==> src/rtl/mc68030_pds_slave_ctrl.sv <==
// MC68030 processor-direct-slot slave: decodes the card slot, hands each cycle to a
// backend request/response port and terminates with STERM. Optional bus-error timeout: PDS_BERR_TIMEOUT_EN.
module mc68030_pds_slave_ctrl #(
   parameter logic [3:0]  SLOT_ID = 4'h9,
   parameter int unsigned TIMEOUT = 16
) (
   input  logic        cpuclk,
   input  logic        rst,
   input  logic        as_n,
   input  logic        ds_n,
   input  logic        rw_n,
   input  logic [1:0]  siz,
   input  logic [31:0] a,
   input  logic [31:0] d_in,
   output logic [31:0] d_out,
   output logic        d_oe,
   output logic        sterm_n,
   output logic        berr_n,
   output logic        req_valid,
   input  logic        req_ready,
   output logic        req_we,
   output logic [23:0] req_addr,
   output logic [31:0] req_wdata,
   output logic [3:0]  req_be,
   input  logic        rsp_valid,
   input  logic [31:0] rsp_rdata
);

   typedef enum logic [2:0] {
      IDLE     = 3'd0,
      REQ      = 3'd1,
      WAIT_RSP = 3'd2,
      TERM     = 3'd3,
      RECOVER  = 3'd4
   } state_t;

   // Big-endian lanes: byte offset 0 is D[31:24]; the shift drops lanes past the long-word end.
   function automatic logic [3:0] f_byte_en(input logic [1:0] i_siz, input logic [1:0] i_ofs);
      logic [3:0] v_top;
      case (i_siz)
         2'b01:   v_top = 4'b1000;
         2'b10:   v_top = 4'b1100;
         2'b11:   v_top = 4'b1110;
         default: v_top = 4'b1111;
      endcase
      return v_top >> i_ofs;
   endfunction

   state_t      r_state;
   state_t      w_next_state;
   logic        r_armed;
   logic        r_req_valid;
   logic        r_req_we;
   logic [23:0] r_req_addr;
   logic [31:0] r_req_wdata;
   logic [3:0]  r_req_be;
   logic [31:0] r_d_out;
   logic        r_d_oe;
   logic        r_sterm_n;
   logic        w_hit;
   logic        w_miss;
   logic        w_start;
   logic        w_rsp_take;
   logic        w_tmo;
   logic        w_tmo_fire;

   assign w_hit   = (a[31:24] == {4'hF, SLOT_ID});
   assign w_miss  = !as_n && !w_hit;
   assign w_start = (r_state == IDLE) && r_armed && !as_n && !ds_n && w_hit;

`ifdef PDS_BERR_TIMEOUT_EN
   localparam int unsigned TW = $clog2(TIMEOUT + 1);

   logic [TW-1:0] r_tmo_cnt;
   logic          r_berr_n;

   assign w_tmo  = ((r_state == REQ) || (r_state == WAIT_RSP)) && (r_tmo_cnt == TW'(TIMEOUT - 1));
   assign berr_n = r_berr_n;

   always_ff @(posedge cpuclk) begin
      if (rst) begin
         r_tmo_cnt <= '0;
         r_berr_n  <= 1'b1;
      end else begin
         if ((r_state != REQ) && (w_next_state == REQ)) begin
            r_tmo_cnt <= '0;
         end else if ((r_state == REQ) || (r_state == WAIT_RSP)) begin
            r_tmo_cnt <= r_tmo_cnt + 1'b1;
         end
         if (w_tmo_fire) begin
            r_berr_n <= 1'b0;
         end else if (w_next_state == IDLE) begin
            r_berr_n <= 1'b1;
         end
      end
   end
`else
   assign w_tmo  = 1'b0;
   assign berr_n = 1'b1;
`endif

   // Abort beats completion, completion beats timeout.
   always_comb begin
      w_next_state = r_state;
      w_rsp_take   = 1'b0;
      w_tmo_fire   = 1'b0;
      case (r_state)
         IDLE: begin
            if (w_start) begin
               w_next_state = REQ;
            end else begin
               w_next_state = IDLE;
            end
         end
         REQ: begin
            if (as_n) begin
               w_next_state = IDLE;
            end else if (req_ready) begin
               w_next_state = r_req_we ? TERM : WAIT_RSP;
            end else if (w_tmo) begin
               w_tmo_fire   = 1'b1;
               w_next_state = RECOVER;
            end else begin
               w_next_state = REQ;
            end
         end
         WAIT_RSP: begin
            if (as_n) begin
               w_next_state = IDLE;
            end else if (rsp_valid) begin
               w_rsp_take   = 1'b1;
               w_next_state = TERM;
            end else if (w_tmo) begin
               w_tmo_fire   = 1'b1;
               w_next_state = RECOVER;
            end else begin
               w_next_state = WAIT_RSP;
            end
         end
         TERM:    w_next_state = RECOVER;
         RECOVER: begin
            if (as_n) begin
               w_next_state = IDLE;
            end else begin
               w_next_state = RECOVER;
            end
         end
         default: w_next_state = IDLE;
      endcase
   end

   always_ff @(posedge cpuclk) begin
      if (rst) begin
         r_state     <= IDLE;
         r_armed     <= 1'b0;
         r_req_valid <= 1'b0;
         r_req_we    <= 1'b0;
         r_req_addr  <= 24'h000000;
         r_req_wdata <= 32'h00000000;
         r_req_be    <= 4'b0000;
         r_d_out     <= 32'h00000000;
         r_d_oe      <= 1'b0;
         r_sterm_n   <= 1'b1;
      end else begin
         r_state     <= w_next_state;
         r_req_valid <= (w_next_state == REQ);
         r_sterm_n   <= (w_next_state != TERM);
         // A new cycle needs AS negated first, so a miss or a finished cycle cannot retrigger.
         if (w_start) begin
            r_armed <= 1'b0;
         end else if (as_n && ((r_state == IDLE) || (r_state == RECOVER))) begin
            r_armed <= 1'b1;
         end else if ((r_state == IDLE) && w_miss) begin
            r_armed <= 1'b0;
         end
         if (w_start) begin
            r_req_we    <= ~rw_n;
            r_req_addr  <= a[23:0];
            r_req_wdata <= d_in;
            r_req_be    <= f_byte_en(siz, a[1:0]);
         end
         if (w_rsp_take) begin
            r_d_out <= rsp_rdata;
         end
         if ((w_next_state == TERM) && !r_req_we) begin
            r_d_oe <= 1'b1;
         end else if (w_next_state == IDLE) begin
            r_d_oe <= 1'b0;
         end
      end
   end

   assign req_valid = r_req_valid;
   assign req_we    = r_req_we;
   assign req_addr  = r_req_addr;
   assign req_wdata = r_req_wdata;
   assign req_be    = r_req_be;
   assign d_out     = r_d_out;
   assign d_oe      = r_d_oe;
   assign sterm_n   = r_sterm_n;

endmodule

==> config.mk <==
export PLATFORM = sky130hd
export DESIGN_NAME = mc68030_pds_slave_ctrl
export DESIGN_NICKNAME = d
export VERILOG_FILES = /design/src/rtl/mc68030_pds_slave_ctrl.sv
export SDC_FILE = /design/constraint.sdc
export NUM_CORES = 1
export LEC_CHECK = 0
export BUFFER_PORTS_ARGS = -buffer_cell sky130_fd_sc_hd__buf_2
export CORE_MARGIN = 2
export CORE_UTILIZATION = 35
export DETAILED_ROUTE_END_ITERATION = 8
export GPL_ROUTABILITY_DRIVEN = 0
export PLACE_DENSITY = 0.66
export SLEW_MARGIN = 30
export SYNTH_ARGS = -nofsm -noshare
export SYNTH_HDL_FRONTEND = slang
export SYNTH_SLANG_ARGS = --single-unit
export TNS_END_PERCENT = 30
==> constraint.sdc <==
create_clock -name cpuclk -period 6.8 [get_ports cpuclk]
set_input_delay 2.04 -clock cpuclk [delete_from_list [all_inputs] [get_ports cpuclk]]
set_output_delay 2.04 -clock cpuclk [all_outputs]
set_load 0.02 [all_outputs]
==> results.toml, run 1 <==
[global_routing]
grt_pass1_vias = 3301
grt_start_max_net_pins = 100
track_usage = 0.1646
grt_pass1_wl_um = 15020
grt_antenna_before_repair = 0
grt-ovfl-total = 0

[clock_network]
cts.path.max_buffers = 2
cts-htree-levels = 3
cts_resized = 0
clk_pin_slew_worst_paths_ns = 0.09
clkSinkCount = 100
clock_latency_ns = 0.35
post_cts_buffers = 0
cts_tree = "done"
cts_root_buf = "clkbuf_8"
numCtsBuffers = 9
hold_buffers = 0

[synth]
synth.most_common_cell = "nand2_1"
yosys_warnings = 0
syn_nets = 564
syn_area_per_cell_um2 = 7.893
ys_seq_area_frac = 0.5550
dominantRegCellSynth = "dfxtp_1"
synth_top_area_cell = "dfxtp_1"
syn_inst = 457
ys_top_cells_by_count = "nand2_1 (181), dfxtp_1 (100), a21oi_1 (95), clkbuf_1 (30), inv_1 (7)"
synth_cell_type_count = 32
synthTopCellsByArea = "dfxtp_1 (55%), nand2_1 (19%), a21oi_1 (13%)"
syn-cell-area_mm2 = 0.003607
ys_ff_latch = 100
synth_edf_count = 0
synth_top_area_frac = 0.5550
synth-async-reset-ratio = 0

[detailed_routing]
vias = 3608
wl_um = 9478
routedWlPerCell_um = 12.20
drcViolationCount = 0
dr.first_iter.drc_count = 210
ant_nets = 0
avgViaCountPerCell = 4.644
dr.pass1.iters = 4

[power]
powerDensity_mw_per_mm2 = 221.5
power_leakage_uw = 0.002164
finalPower_uw = 1089
ir_drop_mv = 0.1198

[die]
start_util = 0.3542
die_area_mm2 = 0.01113
ios = 202
die_y_um = 105.5
core_mm2 = 0.01018
die_w_um = 105.5
rows = 37

[sta]
setup_tns_ns = 0
worstMarginPinSlew_ns = 0.7301
finalCriticalPeriod_ns = 3.723
setup_viol = 0
hold_viol = 0
post-route-period-util = 0.5475
slew_headroom = 0.5133
rsz0062_at_grt = "false"
drv_slew = 0
fmax_ghz = 0.2686
finalClockSkew_ns = 0.007237

[cells_and_area]
fillCellCount = 1031
nets = 743
stdcell_area_mm2 = 0.004918
diodes = 0
fin_cells = 777
syn2layout_area_growth_pct = 36.35
drive_above_1_share = 0.3479
fin_util = 0.4829

[setup_path]
cp_slowest_cell = "or4_4"
path_class = "in2reg"
arrival_ns = 4.00
worst_path_largest_cell_delay_ns = 0.74
path_cells = "buf_2 -> or4_4 -> or4_4 -> a311o_1 -> a21oi_1"
worstPathMaxFanout = 61
setup.worst_path.start_class = "primary input"
cp.required_ns = 7.08
crit_top_cell = "or4_4"
end_kind = "flop"

[outcome]
status = "finished, final reports clean"

[placement]
hpwl_um = 6554
port_buffers = 200
dpl_cell_area_mm2 = 0.004664
post-place-cells = 761

[min_path]
hp-class = "reg2reg"

[job]
cap_violations = 0
worst paths after layout:
| path | start | endpoint | slack [ns] | depth (start not counted) |
|---|---|---|---|---|
| worst max-delay path | as_n | req_be[0]$_SDFFE_PP0P_ | 3.08 | 5 |
| worst min-delay path | d_out[19]$_SDFFE_PP0P_ | d_out[19]$_SDFFE_PP0P_ | 0.45 | 2 |
| worst max register to register | r_state[1]$_SDFF_PP0_ | req_be[0]$_SDFFE_PP0P_ | 4.51 | 4 |
| worst min register to register | d_out[19]$_SDFFE_PP0P_ | d_out[19]$_SDFFE_PP0P_ | 0.45 | 2 |
critical path, delay by kind of cell:
kind                   cells  cell delay, ns
and+or+nand+nor            2            1.29
AOI/OAI and AO/OA          2            0.53
buffers and inverters      1            0.12
logic make-up after synthesis:
group	count (synthesis)	share of synthesized area
AOI/OAI and AO/OA	106	0.1551
adders and majority gates	2	0.006936
buffers and inverters	41	0.04648
and+or+nand+nor	207	0.2355
DFF	100	0.5550
other	1	0.001040
report_power, final:
part / total (µW) / internal [µW] / leakage [µW] / switching (µW)
Sequential: 586 / 585 / 0.000805 / 0.191
Clock: 456 / 264 / 0.000127 / 192
Combinational: 47.6 / 24.6 / 0.00123 / 23.0
Total: 1090 / 874 / 0.00216 / 215
routing by layer:
layer  GRT usage  vias to the layer above  share of wire  wire, µm
li1            -                     1837              -         -
met1      0.1994                     1619           0.43      4112
met2      0.2756                      138           0.47      4415
met3     0.03958                       14          0.081       764
met4     0.07613                        0          0.020       185
met5           0                        -              0         0
through the flow:
step                setup WS, ns  hold slack [ns]
finish                     3.077           0.4532
global route               3.048           0.4765
CTS                        3.086           0.4556
detailed placement         2.697           0.4436
global placement           2.297           0.4379
floorplan                  3.175           0.5140
flip-flops by register name, indices dropped and copies added, names as in the netlist, 3 cells and up:
signal and cells:
r_state 3, req_addr 24, req_wdata 32, req_be 4, d_out 32
cell type report:
type | count | area [µm²] | share of cell area
multi-input cells | 316 | 1448 | 0.2943
flip-flops and latches | 100 | 2002 | 0.4070
inverters | 7 | 26.28 | 0.005342
clock buffers | 12 | 155.1 | 0.03154
well taps | 136 | 170.2 | 0.03460
repair buffers | 202 | 1022 | 0.2078
clock inverters | 4 | 95.09 | 0.01933
layout by cell type (no fill, tap or decap), types with 3 or more instances in the layout:
cell,n
a211oi_1,4
a21oi_1,95
buf_2,199
bufinv_16,3
clkbuf_8,11
dfxtp_1,100
inv_1,7
nand2_1,181
nand2b_1,3
nor2_1,6
nor3_1,4
(Power assumes the default switching activity.)
==> run 2: changes to the inputs <==
Clock period 6.8 ns to 3.55 ns, I/O delays scaled along.
==> run 2 against run 1 <==
  * Clock skew is 0.0026 ns higher
  * Utilization down 0.29 points
  * Register-to-register slack lost 3.1 ns
  * Routed wire length grew 0.88%
  * Sequential cell count unchanged
  * Largest power group unchanged
  * Critical endpoint is now req_addr[20]$_SDFFE_PP0P_
==> results.toml, run 2 (synthesis gave the netlist of run 1 again) <==
[outcome]
status = "finished, final reports clean"

[placement]
hpwl_um = 6906
port_buffers = 200

[power]
powerDensity_mw_per_mm2 = 396.5
power_leakage_uw = 0.002151
finalPower_uw = 1938
ir_drop_mv = 0.2046

[job]
cap_violations = 0

[cells_and_area]
fillCellCount = 1052
fin_util = 0.4800
final_common_cell = "buf_2"
drive_above_1_share = 0.3519
nets = 747
syn2layout_area_growth_pct = 35.52
layout_common_cells = "buf_2 (199), nand2_1 (181), dfxtp_1 (100)"
diodes = 0

[setup_path]
setup.worst_path.start_class = "primary input"
cp.required_ns = 3.76
end_kind = "flop"
path_cells = "buf_2 -> or4_4 -> or4_2 -> buf_4 -> nand2_1 -> a21oi_1"
arrival_ns = 2.83
worst_path_largest_cell_delay_ns = 0.61
reg2reg_from = "r_state[1]$_SDFF_PP0_"
cp_slowest_cell = "or4_2"
path_class = "in2reg"
worstSetupStartpoint = "as_n"
worstPathMaxFanout = 40

[sta]
worstMarginPinSlew_ns = 0.5700
rsz0062_at_grt = "false"
hold_viol = 0
holdWs_ns = 0.4532
fmax_ghz = 0.3822
finalCriticalPeriod_ns = 2.616
setup_viol = 0
drv_slew = 0
slew_headroom = 0.6200
post-route-period-util = 0.7370
setup_tns_ns = 0
finalClockSkew_ns = 0.009806

[detailed_routing]
dr.pass1.iters = 4
avgViaCountPerCell = 4.634
wl_um = 9561
ant_nets = 0
dr.first_iter.drc_count = 232
routedWlPerCell_um = 12.24
drcViolationCount = 0
vias = 3619

[global_routing]
grt_pass1_vias = 3404
track_usage = 0.1691
grt_antenna_before_repair = 0
grt-ovfl-total = 0
grt_pass1_wl_um = 15380
grt_start_max_net_pins = 56

[clock_network]
cts_tree = "done"
clock_latency_ns = 0.35
cts_resized = 0
cts.path.max_buffers = 2
cts-htree-levels = 3
clk_pin_slew_worst_paths_ns = 0.08
numCtsBuffers = 9
post_cts_buffers = 0
hold_buffers = 0
clkSinkCount = 100
cts_root_buf = "clkbuf_8"

[die]
rows = 37
die_w_um = 105.5
ios = 202
core_mm2 = 0.01018
start_util = 0.3542
die_area_mm2 = 0.01113
die_y_um = 105.5

[min_path]
min_from = "req_addr[17]$_SDFFE_PP0P_"
hp-class = "reg2reg"
-- run 2: cell count changes in the layout (fill, tap and decap cells not counted), moves of 2 or more --
| cell | change |
|---|---|
| inv_6 | +3 |
| buf_4 | +5 |
| clkbuf_8 | -2 |
| bufinv_16 | -2 |
-- run 2: power breakdown --
part / leakage (µW) / total, µW / switching [µW] / internal (µW)
registers: 0.000805 / 1120 / 0.366 / 1120
clock network: 0.0000977 / 725 / 392 / 333
logic: 0.00125 / 91.3 / 43.9 / 47.4
total: 0.00215 / 1940 / 436 / 1500
-- run 2: area by class of cell --
| type | instances | area (µm²) | share of cell area |
|---|---|---|---|
| Tap cell | 136 | 170.2 | 0.03481 |
| Clock buffer | 10 | 127.6 | 0.02611 |
| Clock inverter | 6 | 68.82 | 0.01408 |
| Inverter | 7 | 26.28 | 0.005375 |
| Multi-Input combinational cell | 316 | 1445 | 0.2956 |
| Sequential cell | 100 | 2002 | 0.4095 |
| Timing Repair Buffer | 206 | 1049 | 0.2145 |
-- run 2: final timing paths --
| path | end | slack [ns] | cells after the start |
|---|---|---|---|
| setup / recovery | req_addr[20]$_SDFFE_PP0P_ | 0.93 | 6 |
| hold / removal | req_addr[17]$_SDFFE_PP0P_ | 0.45 | 2 |
| setup reg to reg | req_addr[20]$_SDFFE_PP0P_ | 1.40 | 5 |
| hold reg to reg | req_addr[17]$_SDFFE_PP0P_ | 0.45 | 2 |
-- run 2: stage by stage --
step | instances | area [µm²] | setup WS, ns
after floorplan | 457 | 3607 | 0.9002
after global placement | 765 | 4691 | 0.5844
after detailed placement | 765 | 4692 | 0.5688
after CTS | 781 | 4888 | 0.9542
after global routing | 781 | 4888 | 0.8871
final | 781 | 4888 | 0.9336
-- run 2: worst max-delay path, delay by kind of cell --
family,cells,cell delay (ns)
buffers and inverters,2,0.41
AO/OA/AOI/OAI,1,0.07
AND/OR/NAND/NOR,3,1.27
-- run 2: metal layers --
layer  global-route usage  part of all wire  vias up
li1                     -                 -     1842
met1               0.2022              0.43     1630
met2               0.2843              0.47      136
met3              0.04824             0.084       11
met4              0.07049             0.013        0
met5                    0                 0        -
==> run 3: changes to the inputs <==
Clock period 3.55 ns to 2.72 ns, I/O delays scaled along.
==> run 3 against run 2 <==
  * Register-to-register slack lost 0.78 ns
  * Clock skew is essentially flat
  * Worst hold slack improved by 0.0025 ns
  * Routed wire length barely moved
  * Critical path depth unchanged
  * First-iteration DRC count fell by 9.9%
  * Power increased by 34%
  * Via count increased by 0.47%
  * Cell count increased by 0.64%
  * Critical path type unchanged
==> results.toml, run 3 (synthesis gave the netlist of run 1 again) <==
[setup_path]
cp_slowest_cell = "or4_2"
setup.worst_path.start_class = "primary input"
arrival_ns = 2.55
end_kind = "flop"
crit_buf_inv = 2
worstPathMaxFanout = 28
rrSetupSlack_ns = 0.62
worst_path_largest_cell_delay_ns = 0.62
reg2reg_from = "r_state[1]$_SDFF_PP0_"
path_cells = "buf_2 -> or4_4 -> or4_2 -> buf_4 -> nand2_1 -> a21oi_1"
path_class = "in2reg"
path_delay_family = "simple AND/OR/NAND/NOR gates"
rr_worst_depth = 5
cp.required_ns = 2.96
rr_endpoint = "req_wdata[5]$_SDFFE_PP0P_"
cp.depth = 6

[sta]
finalClockSkew_ns = 0.009958
post-route-period-util = 0.8488
finalCriticalPeriod_ns = 2.309
setup_tns_ns = 0
setup_viol = 0
hold_viol = 0
rsz0062_at_grt = "false"
fmax_ghz = 0.4331
drv_slew = 0

[cells_and_area]
fin_util = 0.4869
diodes = 0
stdcell_area_mm2 = 0.004959
syn2layout_area_growth_pct = 37.46
nets = 752
final_common_cell = "buf_2"
fin_cells = 786
layout_common_cells = "buf_2 (199), nand2_1 (181), dfxtp_1 (100)"
drive_above_1_share = 0.3569

[global_routing]
grt_pass1_wl_um = 15690
grt-ovfl-total = 0
gr-usage-met1 = 0.2120
grt_util_met3 = 0.04886
top_usage_layer = "met2"
grt_pass1_vias = 3490
use_met2 = 0.2871
grt_start_max_net_pins = 54
track_usage = 0.1734
grt_antenna_before_repair = 0

[clock_network]
clk_pin_slew_worst_paths_ns = 0.10
hold_buffers = 0
post_cts_buffers = 0
cts_resized = 0
clock_latency_ns = 0.36
cts_root_buf = "clkbuf_8"
numCtsBuffers = 9
clkSinkCount = 100
cts.path.max_buffers = 2
cts-htree-levels = 3
cts_tree = "done"

[die]
die_y_um = 105.5
die_w_um = 105.5
rows = 37
start_util = 0.3542
die_area_mm2 = 0.01113
ios = 202
core_mm2 = 0.01018

[min_path]
hp-class = "reg2reg"
worstHoldEndpoint = "req_addr[8]$_SDFFE_PP0P_"
min_from = "req_addr[8]$_SDFFE_PP0P_"
hold_depth = 2

[job]
cap_violations = 0

[placement]
hpwl_um = 6978
port_buffers = 200
dpl_cell_area_mm2 = 0.004741
post-place-cells = 770

[detailed_routing]
drcViolationCount = 0
dr.first_iter.drc_count = 209
vias = 3636
dr.pass1.iters = 4
ant_nets = 0
avgViaCountPerCell = 4.626
wl_um = 9564
routedWlPerCell_um = 12.17

[power]
powerDensity_mw_per_mm2 = 524.0
power_leakage_uw = 0.002186
ir_drop_mv = 0.2885

[outcome]
status = "finished, final reports clean"
==> run 3: how the worst max path moves through the flow <==
| stage | start | end | slack (ns) |
|---|---|---|---|
| after floorplan | as_n | req_be[1]$_SDFFE_PP0P_ | 0.32 |
| after global placement | as_n | req_wdata[30]$_SDFFE_PP0P_ | 0.06 |
| after detailed placement | as_n | req_wdata[5]$_SDFFE_PP0P_ | 0.03 |
| after CTS | as_n | req_wdata[5]$_SDFFE_PP0P_ | 0.43 |
| after global routing | as_n | req_addr[17]$_SDFFE_PP0P_ | 0.39 |
| final | as_n | req_wdata[5]$_SDFFE_PP0P_ | 0.41 |
==> run 3: worst reg2reg max path, delay by kind of cell, from the launching register on <==
kind                   cells  cell delay, ns
buffers and inverters      1            0.26
AO/OA/AOI/OAI              1            0.06
flip-flops                 1            0.40
AND/OR/NAND/NOR            3            1.26
==> run 3: cell type report <==
class | instances | area, µm²
clock inverters | 5 | 66.31
repair buffers | 211 | 1099
fillers | 1045 | 5226
inverters | 7 | 26.28
well taps | 136 | 170.2
flip-flops and latches | 100 | 2002
multi-input cells | 316 | 1444
clock buffers | 11 | 151.4
==> run 3: report_power, final <==
part	leakage (µW)	internal, µW	total (µW)	switching, µW
sequential	0.000805	1460	1460	0.600
clock	0.000108	489	1010	522
combinational	0.00127	64.2	122	58.3
total	0.00219	2020	2600	581
==> run 3: per-stage QoR <==
step	power, µW	setup WS [ns]	hold WS (ns)
after floorplan	1535	0.3192	0.5140
final	2598	0.4113	0.4557
after global placement	1618	0.05967	0.4382
after global routing	2725	0.3864	0.4790
after detailed placement	1621	0.02847	0.4434
after CTS	2640	0.4325	0.4570
==> run 3: routing by layer <==
layer,vias to the layer above,wire [µm]
met5,-,0
met4,0,206
met3,16,697
met2,132,4367
met1,1633,4293
li1,1855,-
